File: src/rtl/mem_stage_pkg.sv
// Shared encodings for the MEM stage: write-back source selects, load/store
// width codes, FSM states and the access-size decode helper.
package mem_stage_pkg;

  localparam logic [1:0] FROM_ALU = 2'd0;
  localparam logic [1:0] FROM_IMM = 2'd1;
  localparam logic [1:0] FROM_MEM = 2'd2;
  localparam logic [1:0] FROM_PC  = 2'd3;

  localparam logic [2:0] F3_B  = 3'b000;
  localparam logic [2:0] F3_H  = 3'b001;
  localparam logic [2:0] F3_W  = 3'b010;
  localparam logic [2:0] F3_BU = 3'b100;
  localparam logic [2:0] F3_HU = 3'b101;

  typedef enum logic {IDLE = 1'b0, BUSY = 1'b1} state_e;

  typedef enum logic [1:0] {SZ_B = 2'd0, SZ_H = 2'd1, SZ_W = 2'd2} size_e;

  // Unsigned widths only exist for loads; on a store they fall back to word.
  function automatic size_e acc_size(input logic [2:0] f3, input logic is_store);
    case (f3)
      F3_B:    return SZ_B;
      F3_H:    return SZ_H;
      F3_BU:   return is_store ? SZ_W : SZ_B;
      F3_HU:   return is_store ? SZ_W : SZ_H;
      default: return SZ_W;
    endcase
  endfunction

endpackage

File: src/rtl/mem_stage_if.sv
// Data-memory req/ack bus: master is the pipeline, slave is the memory.
interface mem_stage_if #(parameter int XLEN = 32);
  logic            req;
  logic            we;
  logic [XLEN-1:0] addr;
  logic [XLEN-1:0] wdata;
  logic [3:0]      wstrb;
  logic [XLEN-1:0] rdata;
  logic            ack;

  modport master (output req, we, addr, wdata, wstrb, input rdata, ack);
  modport slave  (input req, we, addr, wdata, wstrb, output rdata, ack);
endinterface

File: src/rtl/mem_stage_load_align.sv
// Picks the byte/half addressed by the byte offset and sign/zero-extends it.
// Purely combinational so a future D-cache can reuse it.
module load_align
  import mem_stage_pkg::*;
#(
  parameter int XLEN = 32
) (
  input  logic [XLEN-1:0] rdata,
  input  logic [1:0]      off,
  input  logic [2:0]      funct3,
  output logic [XLEN-1:0] data
);

  logic [7:0]  b;
  logic [15:0] h;

  always_comb begin
    b = rdata[{off, 3'b000} +: 8];
    h = off[1] ? rdata[31:16] : rdata[15:0];
    case (funct3)
      F3_B:    data = {{(XLEN-8){b[7]}}, b};
      F3_BU:   data = {{(XLEN-8){1'b0}}, b};
      F3_H:    data = {{(XLEN-16){h[15]}}, h};
      F3_HU:   data = {{(XLEN-16){1'b0}}, h};
      default: data = rdata;
    endcase
  end

endmodule

File: src/rtl/mem_stage.sv
// RV32I MEM stage: drives the req/ack data bus, stalls the front of the pipe
// while an access is outstanding, and holds the MEM/WB pipeline register.
module mem_stage
  import mem_stage_pkg::*;
#(
  parameter int XLEN      = 32,
  parameter int RF_ADDR_W = 5
) (
  input  logic                 clk,
  input  logic                 rst,
  input  logic                 valid_mem,
  input  logic                 mem_read_mem,
  input  logic                 mem_write_mem,
  input  logic [2:0]           funct3_mem,
  input  logic [XLEN-1:0]      alu_result_mem,
  input  logic [XLEN-1:0]      rs2_data_mem,
  input  logic                 reg_write_mem,
  input  logic [RF_ADDR_W-1:0] rd_mem,
  input  logic [1:0]           reg_src_mem,
  input  logic [XLEN-1:0]      imm_mem,
  input  logic [XLEN-1:0]      nxpc_mem,
  mem_stage_if.master          dmem,
  output logic                 mem_stall,
  output logic                 misalign_err,
  output logic                 valid_wb,
  output logic                 reg_write_wb,
  output logic [RF_ADDR_W-1:0] rd_wb,
  output logic [1:0]           reg_src_wb,
  output logic [XLEN-1:0]      alu_result_wb,
  output logic [XLEN-1:0]      mem2reg_data_wb,
  output logic [XLEN-1:0]      imm_wb,
  output logic [XLEN-1:0]      nxpc_wb
);

  state_e state_q, state_d;
  size_e  sz;
  logic   acc, mis, issue, idle, busy;

  logic [XLEN-1:0] addr_q, addr_d, wdata_q, wdata_d;
  logic            we_q, we_d;
  logic [3:0]      wstrb_q, wstrb_d;
  logic [2:0]      f3_q, f3_d;
  logic [1:0]      off_q, off_d;
  logic [XLEN-1:0] load_data;

  logic                 valid_wb_q, valid_wb_d, reg_write_wb_q, reg_write_wb_d;
  logic [RF_ADDR_W-1:0] rd_wb_q, rd_wb_d;
  logic [1:0]           reg_src_wb_q, reg_src_wb_d;
  logic [XLEN-1:0]      alu_wb_q, alu_wb_d, m2r_wb_q, m2r_wb_d;
  logic [XLEN-1:0]      imm_wb_q, imm_wb_d, nxpc_wb_q, nxpc_wb_d;

  always_comb begin
    idle  = (state_q == IDLE);
    busy  = (state_q == BUSY);
    acc   = valid_mem & (mem_read_mem | mem_write_mem);
    sz    = acc_size(funct3_mem, mem_write_mem);
    mis   = ((sz == SZ_H) & alu_result_mem[0]) |
            ((sz == SZ_W) & (alu_result_mem[1:0] != 2'b00));
    issue = idle & acc & ~mis;
  end

  // FSM: state register
  always_ff @(posedge clk) begin
    if (rst) state_q <= IDLE;
    else     state_q <= state_d;
  end

  // FSM: next state
  always_comb begin
    state_d = state_q;
    case (state_q)
      IDLE:    if (issue)    state_d = BUSY;
      BUSY:    if (dmem.ack) state_d = IDLE;
      default: state_d = IDLE;
    endcase
  end

  // FSM: outputs. Bus fields come from the latched request so they stay
  // stable for the whole BUSY window regardless of what EX/MEM does.
  always_comb begin
    dmem.req     = busy;
    dmem.we      = busy & we_q;
    dmem.addr    = busy ? addr_q  : '0;
    dmem.wdata   = busy ? wdata_q : '0;
    dmem.wstrb   = busy ? wstrb_q : 4'b0000;
    mem_stall    = ~rst & (issue | (busy & ~dmem.ack));
    misalign_err = ~rst & idle & acc & mis;
  end

  // Request capture, with store lane replication and strobe generation
  always_comb begin
    addr_d  = addr_q;
    we_d    = we_q;
    wdata_d = wdata_q;
    wstrb_d = wstrb_q;
    f3_d    = f3_q;
    off_d   = off_q;
    if (issue) begin
      addr_d  = {alu_result_mem[XLEN-1:2], 2'b00};
      we_d    = mem_write_mem;
      f3_d    = funct3_mem;
      off_d   = alu_result_mem[1:0];
      wdata_d = '0;
      wstrb_d = 4'b0000;
      if (mem_write_mem) begin
        case (sz)
          SZ_B: begin
            wdata_d = {4{rs2_data_mem[7:0]}};
            wstrb_d = 4'b0001 << alu_result_mem[1:0];
          end
          SZ_H: begin
            wdata_d = {2{rs2_data_mem[15:0]}};
            wstrb_d = 4'b0011 << alu_result_mem[1:0];
          end
          default: begin
            wdata_d = rs2_data_mem;
            wstrb_d = 4'b1111;
          end
        endcase
      end
    end
  end

  always_ff @(posedge clk) begin
    if (rst) begin
      addr_q  <= '0;
      we_q    <= 1'b0;
      wdata_q <= '0;
      wstrb_q <= 4'b0000;
      f3_q    <= 3'b000;
      off_q   <= 2'b00;
    end else begin
      addr_q  <= addr_d;
      we_q    <= we_d;
      wdata_q <= wdata_d;
      wstrb_q <= wstrb_d;
      f3_q    <= f3_d;
      off_q   <= off_d;
    end
  end

  load_align #(.XLEN(XLEN)) u_align (
    .rdata  (dmem.rdata),
    .off    (off_q),
    .funct3 (f3_q),
    .data   (load_data)
  );

  // MEM/WB: anything other than a pass-through or a completed access is an
  // all-zero bubble. EX/MEM is frozen while BUSY, so its fields are still valid
  // in the ack cycle.
  always_comb begin
    valid_wb_d     = 1'b0;
    reg_write_wb_d = 1'b0;
    rd_wb_d        = '0;
    reg_src_wb_d   = 2'b00;
    alu_wb_d       = '0;
    m2r_wb_d       = '0;
    imm_wb_d       = '0;
    nxpc_wb_d      = '0;
    if ((idle & valid_mem & ~issue) | (busy & dmem.ack)) begin
      valid_wb_d     = 1'b1;
      reg_write_wb_d = reg_write_mem & ~(idle & acc & mis);
      rd_wb_d        = rd_mem;
      reg_src_wb_d   = reg_src_mem;
      alu_wb_d       = alu_result_mem;
      imm_wb_d       = imm_mem;
      nxpc_wb_d      = nxpc_mem;
      if (busy & ~we_q) m2r_wb_d = load_data;
    end
  end

  always_ff @(posedge clk) begin
    if (rst) begin
      valid_wb_q     <= 1'b0;
      reg_write_wb_q <= 1'b0;
      rd_wb_q        <= '0;
      reg_src_wb_q   <= 2'b00;
      alu_wb_q       <= '0;
      m2r_wb_q       <= '0;
      imm_wb_q       <= '0;
      nxpc_wb_q      <= '0;
    end else begin
      valid_wb_q     <= valid_wb_d;
      reg_write_wb_q <= reg_write_wb_d;
      rd_wb_q        <= rd_wb_d;
      reg_src_wb_q   <= reg_src_wb_d;
      alu_wb_q       <= alu_wb_d;
      m2r_wb_q       <= m2r_wb_d;
      imm_wb_q       <= imm_wb_d;
      nxpc_wb_q      <= nxpc_wb_d;
    end
  end

  assign valid_wb        = valid_wb_q;
  assign reg_write_wb    = reg_write_wb_q;
  assign rd_wb           = rd_wb_q;
  assign reg_src_wb      = reg_src_wb_q;
  assign alu_result_wb   = alu_wb_q;
  assign mem2reg_data_wb = m2r_wb_q;
  assign imm_wb          = imm_wb_q;
  assign nxpc_wb         = nxpc_wb_q;

endmodule

File: src/flat_wrapper.sv
// flat-port wrapper written by rule: the top's interface ports become plain ports
module mem_stage_flat import mem_stage_pkg::*;
#(
  parameter int XLEN      = 32,
  parameter int RF_ADDR_W = 5
)
  (clk, rst, valid_mem, mem_read_mem, mem_write_mem, funct3_mem, alu_result_mem, rs2_data_mem, reg_write_mem, rd_mem, reg_src_mem, imm_mem, nxpc_mem, mem_stall, misalign_err, valid_wb, reg_write_wb, rd_wb, reg_src_wb, alu_result_wb, mem2reg_data_wb, imm_wb, nxpc_wb, dmem_req, dmem_we, dmem_addr, dmem_wdata, dmem_wstrb, dmem_rdata, dmem_ack);
  mem_stage_if #(.XLEN(XLEN)) dmem_i ();
  input  logic clk;
  input  logic rst;
  input  logic valid_mem;
  input  logic mem_read_mem;
  input  logic mem_write_mem;
  input  logic [2:0] funct3_mem;
  input  logic [XLEN-1:0] alu_result_mem;
  input  logic [XLEN-1:0] rs2_data_mem;
  input  logic reg_write_mem;
  input  logic [RF_ADDR_W-1:0] rd_mem;
  input  logic [1:0] reg_src_mem;
  input  logic [XLEN-1:0] imm_mem;
  input  logic [XLEN-1:0] nxpc_mem;
  output logic mem_stall;
  output logic misalign_err;
  output logic valid_wb;
  output logic reg_write_wb;
  output logic [RF_ADDR_W-1:0] rd_wb;
  output logic [1:0] reg_src_wb;
  output logic [XLEN-1:0] alu_result_wb;
  output logic [XLEN-1:0] mem2reg_data_wb;
  output logic [XLEN-1:0] imm_wb;
  output logic [XLEN-1:0] nxpc_wb;
  output wire logic [$bits(dmem_i.req)-1:0] dmem_req;
  output wire logic [$bits(dmem_i.we)-1:0] dmem_we;
  output wire logic [$bits(dmem_i.addr)-1:0] dmem_addr;
  output wire logic [$bits(dmem_i.wdata)-1:0] dmem_wdata;
  output wire logic [$bits(dmem_i.wstrb)-1:0] dmem_wstrb;
  input wire logic [$bits(dmem_i.rdata)-1:0] dmem_rdata;
  input wire logic [$bits(dmem_i.ack)-1:0] dmem_ack;
  assign dmem_req = dmem_i.req;
  assign dmem_we = dmem_i.we;
  assign dmem_addr = dmem_i.addr;
  assign dmem_wdata = dmem_i.wdata;
  assign dmem_wstrb = dmem_i.wstrb;
  assign dmem_i.rdata = dmem_rdata;
  assign dmem_i.ack = dmem_ack;
  mem_stage #(.XLEN(XLEN), .RF_ADDR_W(RF_ADDR_W)) u_core (.clk(clk), .rst(rst), .valid_mem(valid_mem), .mem_read_mem(mem_read_mem), .mem_write_mem(mem_write_mem), .funct3_mem(funct3_mem), .alu_result_mem(alu_result_mem), .rs2_data_mem(rs2_data_mem), .reg_write_mem(reg_write_mem), .rd_mem(rd_mem), .reg_src_mem(reg_src_mem), .imm_mem(imm_mem), .nxpc_mem(nxpc_mem), .dmem(dmem_i), .mem_stall(mem_stall), .misalign_err(misalign_err), .valid_wb(valid_wb), .reg_write_wb(reg_write_wb), .rd_wb(rd_wb), .reg_src_wb(reg_src_wb), .alu_result_wb(alu_result_wb), .mem2reg_data_wb(mem2reg_data_wb), .imm_wb(imm_wb), .nxpc_wb(nxpc_wb));
endmodule
File: config.mk
export PLATFORM = sky130hd
export DESIGN_NAME = mem_stage_flat
export DESIGN_NICKNAME = d
export VERILOG_FILES = /design/src/rtl/mem_stage_pkg.sv /design/src/rtl/mem_stage_if.sv /design/src/rtl/mem_stage_load_align.sv /design/src/rtl/mem_stage.sv /design/src/flat_wrapper.sv
export SDC_FILE = /design/constraint.sdc
export NUM_CORES = 1
export LEC_CHECK = 0
export BUFFER_PORTS_ARGS = -buffer_cell sky130_fd_sc_hd__buf_2
export CAP_MARGIN = 15
export CORE_MARGIN = 5
export CORE_UTILIZATION = 32
export CTS_BUF_LIST = sky130_fd_sc_hd__clkbuf_2
export DETAILED_ROUTE_END_ITERATION = 8
export PLACE_DENSITY_LB_ADDON = 0.15
export SETUP_SLACK_MARGIN = 0.05
export SLEW_MARGIN = 20
export SYNTH_ARGS = -nofsm -noshare
export SYNTH_HDL_FRONTEND = slang
export SYNTH_SLANG_ARGS = --single-unit
File: constraint.sdc
create_clock -name clk -period 4.8 [get_ports clk]
set_input_delay 0.96 -clock clk [delete_from_list [all_inputs] [get_ports clk]]
set_output_delay 0.96 -clock clk [all_outputs]
set_load 0.02 [all_outputs]
# Word-level counts from Yosys, hierarchy flattened
# Index checks and enable logic that the tools add are counted.
# totals
elab_cells,78
out_inout_bits,209
reg_bits,210
# op_classes
shift,3
bitwise,30
n_eq_ne,8
n_reduce_logical,6
mux,16
# ops
operator,count
$pmux W32 S4,1
$mux W32,3
$pmux W32 S2,1
$shiftx A32 B6 Y8,1
$and A1 B1 Y1,17
$mux W16,1
$eq A3 B3 Y1 const B,4
$not A1 Y1,9
$mux W4,2
$pmux W2 S4,1
$pmux W4 S2,1
$eq A3 B1 Y1 const B,2
$logic_not A3 Y1,2
$mux W2,2
$or A1 B1 Y1,4
$shl A1 B2 Y4 const A,1
$shl A2 B2 Y4 const A,1
$mux W1,3
$reduce_or A3 Y1,1
$eq A2 B1 Y1 const B,1
$eq A2 B2 Y1 const B,1
$logic_not A2 Y1,1
$pmux W1 S2,1
$reduce_bool A2 Y1,1
$reduce_or A2 Y1,1

# Logic depth before layout (Yosys ltp)
# Gate-level depths: netlist of the first run.
# depth
ltp_word,12
mapped_depth,8
ltp_nobuf,4

# Hierarchy
# Synthesis of the first run repeated with hierarchy kept, for this count alone.
# unflattened
hier_cells,773
area_unflattened_um2,8026.4
# by_module_without_submodules
module,instances,cells_each,seq_area_each_um2,area_each_um2
mem_stage,1,677,4204.0,7180.6
load_align,1,96,0.0,845.8

# Worst setup path after synthesis of the first run
# Ideal clock, no wire load.
# synth_timing
kind,input to output
from,input alu_result_mem[0]
to,output mem_stall
setup_slack_ns,1.699
stages,5
n_path_buf,2
arrival_ns,2.141
cell_sequence,buf_4 > a221oi_2 > o211ai_1 > clkbuf_1 > a21oi_1
# synth_between
elab_chain_cells,7
# synth_rtl
element,line,source
"start, declared",flat_wrapper.sv:15,input logic [XLEN-1:0] alu_result_mem;
$reduce_bool A2 Y1,mem_stage.sv:58,((sz == SZ_W) & (alu_result_mem[1:0] != 2'b00));
$and A1 B1 Y1,mem_stage.sv:58,
$or A1 B1 Y1 (*),mem_stage.sv:57,mis = ((sz == SZ_H) & alu_result_mem[0]) |
$not A1 Y1 (*),mem_stage.sv:59,issue = idle & acc & ~mis;
$and A1 B1 Y1 (*),mem_stage.sv:59,
$or A1 B1 Y1 (*),mem_stage.sv:86,mem_stall = ~rst & (issue | (busy & ~dmem.ack));
$and A1 B1 Y1 (*),mem_stage.sv:86,
"end, declared",flat_wrapper.sv:22,output logic mem_stall;
# Mark *: on every way between the ends. The rest lies on a longest branch, timed or not.

# Worst setup path in the final report of the first run
# layout_timing
from,"register u_core.state_q, in the netlist u_core.dmem.req"
to,output dmem_addr[23]
# layout_between
elab_chain_cells,1
# layout_rtl
element,line,source
"start, declared",mem_stage.sv:35,"state_e state_q, state_d;"
"start signal, assigned",mem_stage.sv:65,else state_q <= state_d;
$mux W32,mem_stage.sv:83,dmem.addr = busy ? addr_q : '0;
"end, declared",flat_wrapper.sv:34,output wire logic [$bits(dmem_i.addr)-1:0] dmem_addr;
# Every way passes these cells.

==> results.md, run 1 <==
- Setup bufs post-CTS: 0
- Area delta synth->final: 34.6%
- Vias in the first global route: 6731
- Sequential Power Share: 52.7%
- CTS clock-pin slew for the worst setup and hold paths: 0.10 ns
- Post-route setup slack: 1.47 ns
- Max-cap violation count: 0
- Layout cell share with drive strength beyond 1: 41.6%
- Period utilisation layout: 69.3%
- Hold-fix buffers at CTS: 0
- Setup crit end: dmem_addr[23]
- Die Ht: 164 microns
- DR pass1 iterations: 4
- Leakage power: 0.00503 uW
- Die X: 164 microns
- Post-CTS sizing: 0
- Sink Count: 210
- Worst r2r path cells: 5
- Initial antenna violation count: 5
- CTS root buf: clkbuf_2
- Synth top area cells: dfxtp_1 56%, and2_1 14%, nand2_1 5.0%
- H-tree lvl count: 2
- Post-synth EDFFs: 0
- Core box area: 0.0233 sq mm
- Avg Inst Size Synth: 9.67 sq um
- CTS max path bufs: 3
- Max IR drop VDD: 0.163 mV
- Cell Chain, Critical Path: buf_4, and2_1, buf_2
- Crit-path max FO: 39
- Reg2reg start: u_core.dmem.req
- Crit-path slowest cell: dfxtp_2
- Fin. max-slew vios: 0
- Psw: 1010 uW
- Ys flop type: dfxtp_1
- Worst-margin pin slew: 0.960 ns
- Starting Density: 32.3%
- F_max: 0.301 GHz
- Routed Antenna Nets: 0
- Cell Int Power: 2490 uW
- Top-count cell post-synth: dfxtp_1
- Required time of the worst setup path: 3.84 ns
- Crit path kind: register to primary output
- Die area: 0.0267 sq mm
- First-pass GRT wire length: 36.8 mm
- Starting DRT DRC Count: 273
- RSZ-0062 raised after global routing: no
- Status: finished, final reports clean
- Pwr dens: 344 mW/mm^2
- Post-synthesis cell area: 0.00754 sq mm
- # fillers: 2432
- Worst R2R End: u_core.alu_result_wb[2]
- Global route overflow: 0
- Via count: 6777
- Largest net degree at the start of global routing: 77
- Worst setup EP type: primary output
- Final setup vio count: 0
- RePlAce Congestion: 0.779
- Final hold violation count: 0
- Slew HR: 35.5%
- DRT Wirelength: 24.5 mm
- CTS tree: yes
- Number of synthesized register bits: 210
- Sequential share of the synthesized area: 55.7%
- HPWL after DPL: 17.9 mm
- Post-Place Setup Slack: 1.66 ns
- Clock Latency Late Sink: 0.80 ns
- CP startpoint: u_core.dmem.req
- CP arrival: 2.37 ns
- Asr flop ratio synth: 0%
- Crit start category: register
- Period minus WS final: 3.33 ns
- Worst hold slack: 0.339 ns
- Setup TNS: 0 ns
- Total GRT Usage: 17.2%
- Synth cell types: 47
- Most frequent cells after synthesis: 210 x dfxtp_1, 170 x and2_1, 100 x nand2_1, 58 x a21oi_1, 38 x nor2_1
- Area share of the leading cell type in the synthesized netlist: 55.7%
- Row count: 56
- Post-route DRC violation count: 0
- Final core occ: 43.5%
- Sw Share: 28.8%
- Number of nets in the layout: 1348
- Ports: 386
- TritonCTS buffer count: 56
- Yosys top cell by area: dfxtp_1
- Hold Path Class: input pin to register
- I/O Buffers: 383
- Gate Count Post-Synth: 780
- Combinational Power Share: 12.1%
- Pwr Total: 3500 uW
- Critical Path Max Stage Delay: 0.72 ns
- Yosys warns: 0
- Clock power share: 35.3%
- Final clock skew: 0.0486 ns
- Mean number of vias per cell: 4.44
- DR WL/cell: 16.0 microns
- Worst reg2reg setup slack: 2.10 ns
## registers in the layout (all words and copies together), names as in the netlist, 3 cells and up
signal / cells
u_core.imm_wb: 32
u_core.wdata_q: 32
u_core.alu_result_wb: 32
u_core.nxpc_wb: 32
u_core.mem2reg_data_wb: 32
u_core.addr_q: 30
u_core.rd_wb: 5
u_core.f3_q: 3
u_core.wstrb_q: 4
## power by group through the flow
stage	clock network (uW)	registers (uW)	logic (uW)
after global routing	1390	1850	464
after floorplan	0	1930	194
final	1230	1840	422
after CTS	1310	1840	428
after global placement	0	1880	425
after detailed placement	0	1880	427
## stage by stage
step	cells	instance area (sq um)
floorplan	781	7550
global placement	1432	9660
detailed placement	1432	9660
CTS	1526	10100
global route	1528	10200
finish	1528	10200
## placed cells by master (no fill, tap or decap), types with 2 or more instances in the layout
cell type / Yosys / routed
o211a_1: 2 / 2
or2_2: 2 / 2
mux2_2: 8 / 8
o2bb2ai_1: 24 / 24
conb_1: 1 / 2
mux2i_1: 16 / 16
diode_2: 0 / 2
o221a_2: 7 / 7
nand2_1: 100 / 100
and2_1: 170 / 170
a221oi_1: 15 / 15
clkbuf_2: 0 / 83
nor2_1: 38 / 37
dfxtp_1: 210 / 209
a21oi_1: 58 / 58
buf_2: 13 / 383
inv_1: 11 / 11
buf_4: 11 / 8
xnor2_1: 2 / 2
a2bb2oi_1: 2 / 2
a22o_1: 8 / 8
nand3b_1: 2 / 2
o21ai_0: 15 / 15
clkinv_1: 0 / 8
nor3_1: 4 / 4
a22oi_1: 3 / 3
o31ai_1: 2 / 2
## layout make-up
cell class	count	area, sq um	area share, %
clock inverter	11	73.8	0.727
sequential	210	4210	41.4
timing repair buffer	392	2000	19.7
inverter	11	41.3	0.407
clock buffer	83	415	4.09
tap	319	399	3.93
antenna	2	5.00	0.0493
multi-input combinational	500	3020	29.7
## cell families (layout without fill, tap and decap cells)
logic type      count (synthesis)  count (layout)  share of synthesized area, %
compound gates                147             147                          13.7
xor+xnor                        3               3                         0.348
buf+inv                        71             497                          4.40
flops                         210             210                          55.7
mux                            24              24                          3.32
other cells                     1               4                        0.0497
simple gates                  324             324                          22.4
## critical path: cells and delay by family, from the launching register on
| kind | cells | cell delay (ns) |
|---|---|---|
| and+or+nand+nor | 1 | 0.19 |
| buffers and inverters | 2 | 0.63 |
| DFF | 1 | 0.72 |
## per-layer routing
layer	up-vias	GRT usage [%]	share of wire [%]
met5	-	0	0.17
met2	289	29.6	49
met1	3045	19.6	38
li1	3386	-	-
met4	6	5.64	2.1
met3	51	6.94	11
## how the worst min path moves through the flow
stage | startpoint | to | depth (start not counted)
floorplan | u_core.wdata_q[10] | u_core.wdata_q[10] | 1
global placement | u_core.wdata_q[14] | u_core.wdata_q[14] | 1
detailed placement | u_core.wdata_q[17] | u_core.wdata_q[17] | 1
CTS | nxpc_mem[25] | u_core.nxpc_wb[25] | 2
global route | nxpc_mem[22] | u_core.nxpc_wb[22] | 2
finish | nxpc_mem[25] | u_core.nxpc_wb[25] | 2
(Power assumes the default switching activity.)
==> inputs of run 2 (changes only) <==
--- a/config.mk
+++ b/config.mk
@@ -5,6 +5,7 @@
 export SDC_FILE = /design/constraint.sdc
 export NUM_CORES = 1
 export LEC_CHECK = 0
+export ABC_AREA = 1
 export BUFFER_PORTS_ARGS = -buffer_cell sky130_fd_sc_hd__buf_2
 export CAP_MARGIN = 15
 export CORE_MARGIN = 5
==> constraint.sdc (replaced) <==
create_clock -name clk -period 3.3 [get_ports clk]
set_input_delay 0.66 -clock clk [delete_from_list [all_inputs] [get_ports clk]]
set_output_delay 0.66 -clock clk [all_outputs]
set_load 0.02 [all_outputs]
==> run 2 against run 1 <==
  * Via count up 31%
  * First-iteration DRC count up 78%
  * Synthesized cell count up 54%
  * Final cell count up 35%
  * Critical path type unchanged
  * Final area up 18%
  * Largest power group unchanged
  * Clock power up 47%
  * Die area up 9.7%
  * Non-clock buffer count up 106
==> results.md, run 2 <==
- Vias in the first global route: 8633 (+28%)
- Sw Share: 30.9% (+2.1 points)
- Most frequent cells in the layout: 383 x buf_2, 278 x nand2_1, 249 x inv_1
- Final setup vio count: 0 (unchanged)
- Setup crit end: mem_stall
- CP arrival: 2.29 ns (-0.08 ns)
- F_max: 0.339 GHz
- Core box area: 0.0258 sq mm (+11%)
- Ports: 386 (unchanged)
- First-pass GRT wire length: 44.7 mm (+22%)
- Final Instance Count excl. Fillers: 2065 (+35%)
- Starting Density: 32.2% (-0.13 points)
- Number of nets in the layout: 1868 (+39%)
- Top-count cell post-synth: nand2_1
- CTS max path bufs: 3 (unchanged)
- Worst setup EP type: primary output
- Synth cell types: 26 (-45%)
- Setup TNS: 0 ns (unchanged)
- DR WL/cell: 14.4 microns (-10%)
- Area delta synth->final: 43.5%
- Status: finished, final reports clean
- H-tree lvl count: 2 (unchanged)
- Pwr dens: 452 mW/mm^2 (+31%)
- Yosys top cell by area: dfxtp_1
- Psw: 1670 uW (+65%)
- Slew HR: 62.0% (+26 points)
- CP delay by family, top: simple AND/OR/NAND/NOR gates
- Post-route DRC violation count: 0 (unchanged)
- Global route overflow: 0 (unchanged)
- DR pass1 iterations: 4 (unchanged)
- Fin. max-slew vios: 0 (unchanged)
- CP startpoint: u_core.dmem.req
- Asr flop ratio synth: 0% (unchanged)
- Final hold violation count: 0 (unchanged)
- CTS tree: yes
- Sequential Power Share: 49.7% (-3.0 points)
- Final clock skew: 0.0582 ns (+0.00962 ns)
- Sequential share of the synthesized area: 50.5% (-5.2 points)
- Row count: 59 (+5.4%)
- Post-synthesis cell area: 0.00832 sq mm (+10%)
- Total GRT Usage: 19.0% (+1.8 points)
- I/O Buffers: 383 (unchanged)
- Placed cell count: 1869 (+31%)
- Crit path kind: register to primary output
- Clock power share: 33.4% (-1.9 points)
- Sink Count: 210 (unchanged)
- Crit-path slowest cell: dfxtp_4
- Worst Path Buf+Inv: 3 (+1)
- Crit path depth: 8 (+5)
- Worst r2r path cells: 6 (+1)
- TritonCTS buffer count: 56 (unchanged)
- Max-cap violation count: 0 (unchanged)
- Routed Antenna Nets: 0 (unchanged)
- Mean number of vias per cell: 4.30 (-3.2%)
- Worst R2R End: u_core.alu_result_wb[20]
- RePlAce Congestion: 0.845 (+8.4%)
- Most frequent cells after synthesis: 278 x nand2_1, 249 x inv_1, 210 x dfxtp_1, 208 x nor2_1, 69 x a21oi_1
- Number of synthesized register bits: 210 (unchanged)
- Layout cell share with drive strength beyond 1: 29.1% (-12 points)
- Synth top area cells: dfxtp_1 51%, nand2_1 13%, inv_1 11%
- Largest net degree at the start of global routing: 55 (-29%)
- Crit start category: register
- Die area: 0.0293 sq mm (+9.7%)
- Yosys warns: 0 (unchanged)
- Die Ht: 171 microns (+4.7%)
- Combinational Power Share: 16.8% (+4.7 points)
- CTS clock-pin slew for the worst setup and hold paths: 0.08 ns (-0.02 ns)
- Die X: 171 microns (+4.7%)
- Leakage power: 0.00723 uW (+44%)
- Crit-path max FO: 24 (-38%)
- Hold depth: 3 (+1)
- Via count: 8870 (+31%)
- Final core occ: 46.2% (+2.7 points)
- Required time of the worst setup path: 2.64 ns (-1.20 ns)
- Area share of the leading cell type in the synthesized netlist: 50.5% (-5.2 points)
- Reg2reg start: u_core.dmem.req
- Clock Latency Late Sink: 0.82 ns (+0.02 ns)
- RSZ-0062 raised after global routing: no
- Period utilisation layout: 89.3%
- HPWL after DPL: 20.8 mm (+16%)
- Starting DRT DRC Count: 487 (+78%)
- Cell Int Power: 3730 uW (+50%)
- Worst reg2reg setup slack: 1.09 ns (-1.01 ns)
- DRT Wirelength: 29.6 mm (+21%)
- Critical Path Max Stage Delay: 0.45 ns (-0.27 ns)
- Period minus WS final: 2.95 ns
- Avg Inst Size Synth: 6.94 sq um (-28%)
- Initial antenna violation count: 6 (+1)
- Ys flop type: dfxtp_1
- Hold Path Class: input pin to register
- Max IR drop VDD: 0.255 mV (+57%)
- Cell Chain, Critical Path: inv_2, nand2_1, nor2_4, nand3_4, nand2_1, inv_2, nor2_1, buf_2
- CTS root buf: clkbuf_2
- Gate Count Post-Synth: 1199 (+54%)
- Worst-margin pin slew: 0.570 ns (-0.390 ns)
- Most common cell after layout, fill and taps aside: buf_2
- Post-synth EDFFs: 0 (unchanged)
[run 2: changes by cell type after synthesis, sizes merged, moves of 24 or more]
cell,change
and2,-170
inv,+243
nand2,+182
nand3,+65
nor2,+170
o2bb2ai,-24
[run 2: power by group through the flow]
stage                     registers (uW)  clock network (uW)  logic [uW]
after floorplan                     2830                   0         414
after global placement              2740                   0         812
after detailed placement            2740                   0         815
after CTS                           2690                1900         915
after global routing                2700                2040        1010
final                               2680                1810         909
[run 2: worst register-to-register path, stage by stage, from the launching register on]
cell and delay [ns]:
dfxtp_4 0.54, buf_4 0.50, nor2_1 0.12, nor2_1 0.23, nand2_4 0.28, buf_12 0.30, nor2_1 0.14
[run 2: timing repair]
item,in CTS,in global routing
resized for setup,1,0
hold endpoints to repair,96,0
pin swaps,1,0
cloned,1,0
setup buffers,0,2
hold buffers,96,0
setup endpoints to repair,1,1
[run 2: routing by layer]
| layer | global-route usage (%) | part of all wire, % |
|---|---|---|
| met5 | 0 | 0.22 |
| met4 | 6.96 | 3.0 |
| met3 | 6.85 | 9.9 |
| met2 | 30.8 | 46 |
| met1 | 23.3 | 40 |
[run 2: cell families after synthesis]
logic type | synth area share (%)
buffers and inverters | 15.9
AO/OA/AOI/OAI | 6.75
flip-flops | 50.5
other | 0.0451
AND/OR/NAND/NOR | 26.8
[run 2: how the worst min path moves through the flow]
stage,start,end
global placement,u_core.addr_q[18],u_core.addr_q[18]
detailed placement,u_core.addr_q[9],u_core.addr_q[9]
global route,alu_result_mem[29],u_core.addr_q[29]
CTS,alu_result_mem[29],u_core.alu_result_wb[29]
finish,alu_result_mem[29],u_core.alu_result_wb[29]
floorplan,u_core.f3_q[2],u_core.f3_q[2]
[run 2: area by class of cell]
cell class,count,area [sq um]
Timing Repair Buffer,498,3030
Inverter,256,961
Antenna cell,2,5.00
Tap cell,335,419
Clock inverter,12,75.1
Clock buffer,83,415
Multi-Input combinational cell,669,2820
Sequential cell,210,4210
Fill cell,2833,13900
[run 2: through the flow]
step | total power, uW | hold slack (ns) | area, sq um | setup slack [ns]
after floorplan | 3240 | 0.444 | 8320 | 1.09
after global placement | 3550 | 0.452 | 10500 | 0.534
after detailed placement | 3560 | 0.456 | 10500 | 0.560
after CTS | 5500 | 0.00215 | 11900 | 0.0794
after global routing | 5750 | 0.0222 | 11900 | 0.113
final | 5400 | 0.0998 | 11900 | 0.352
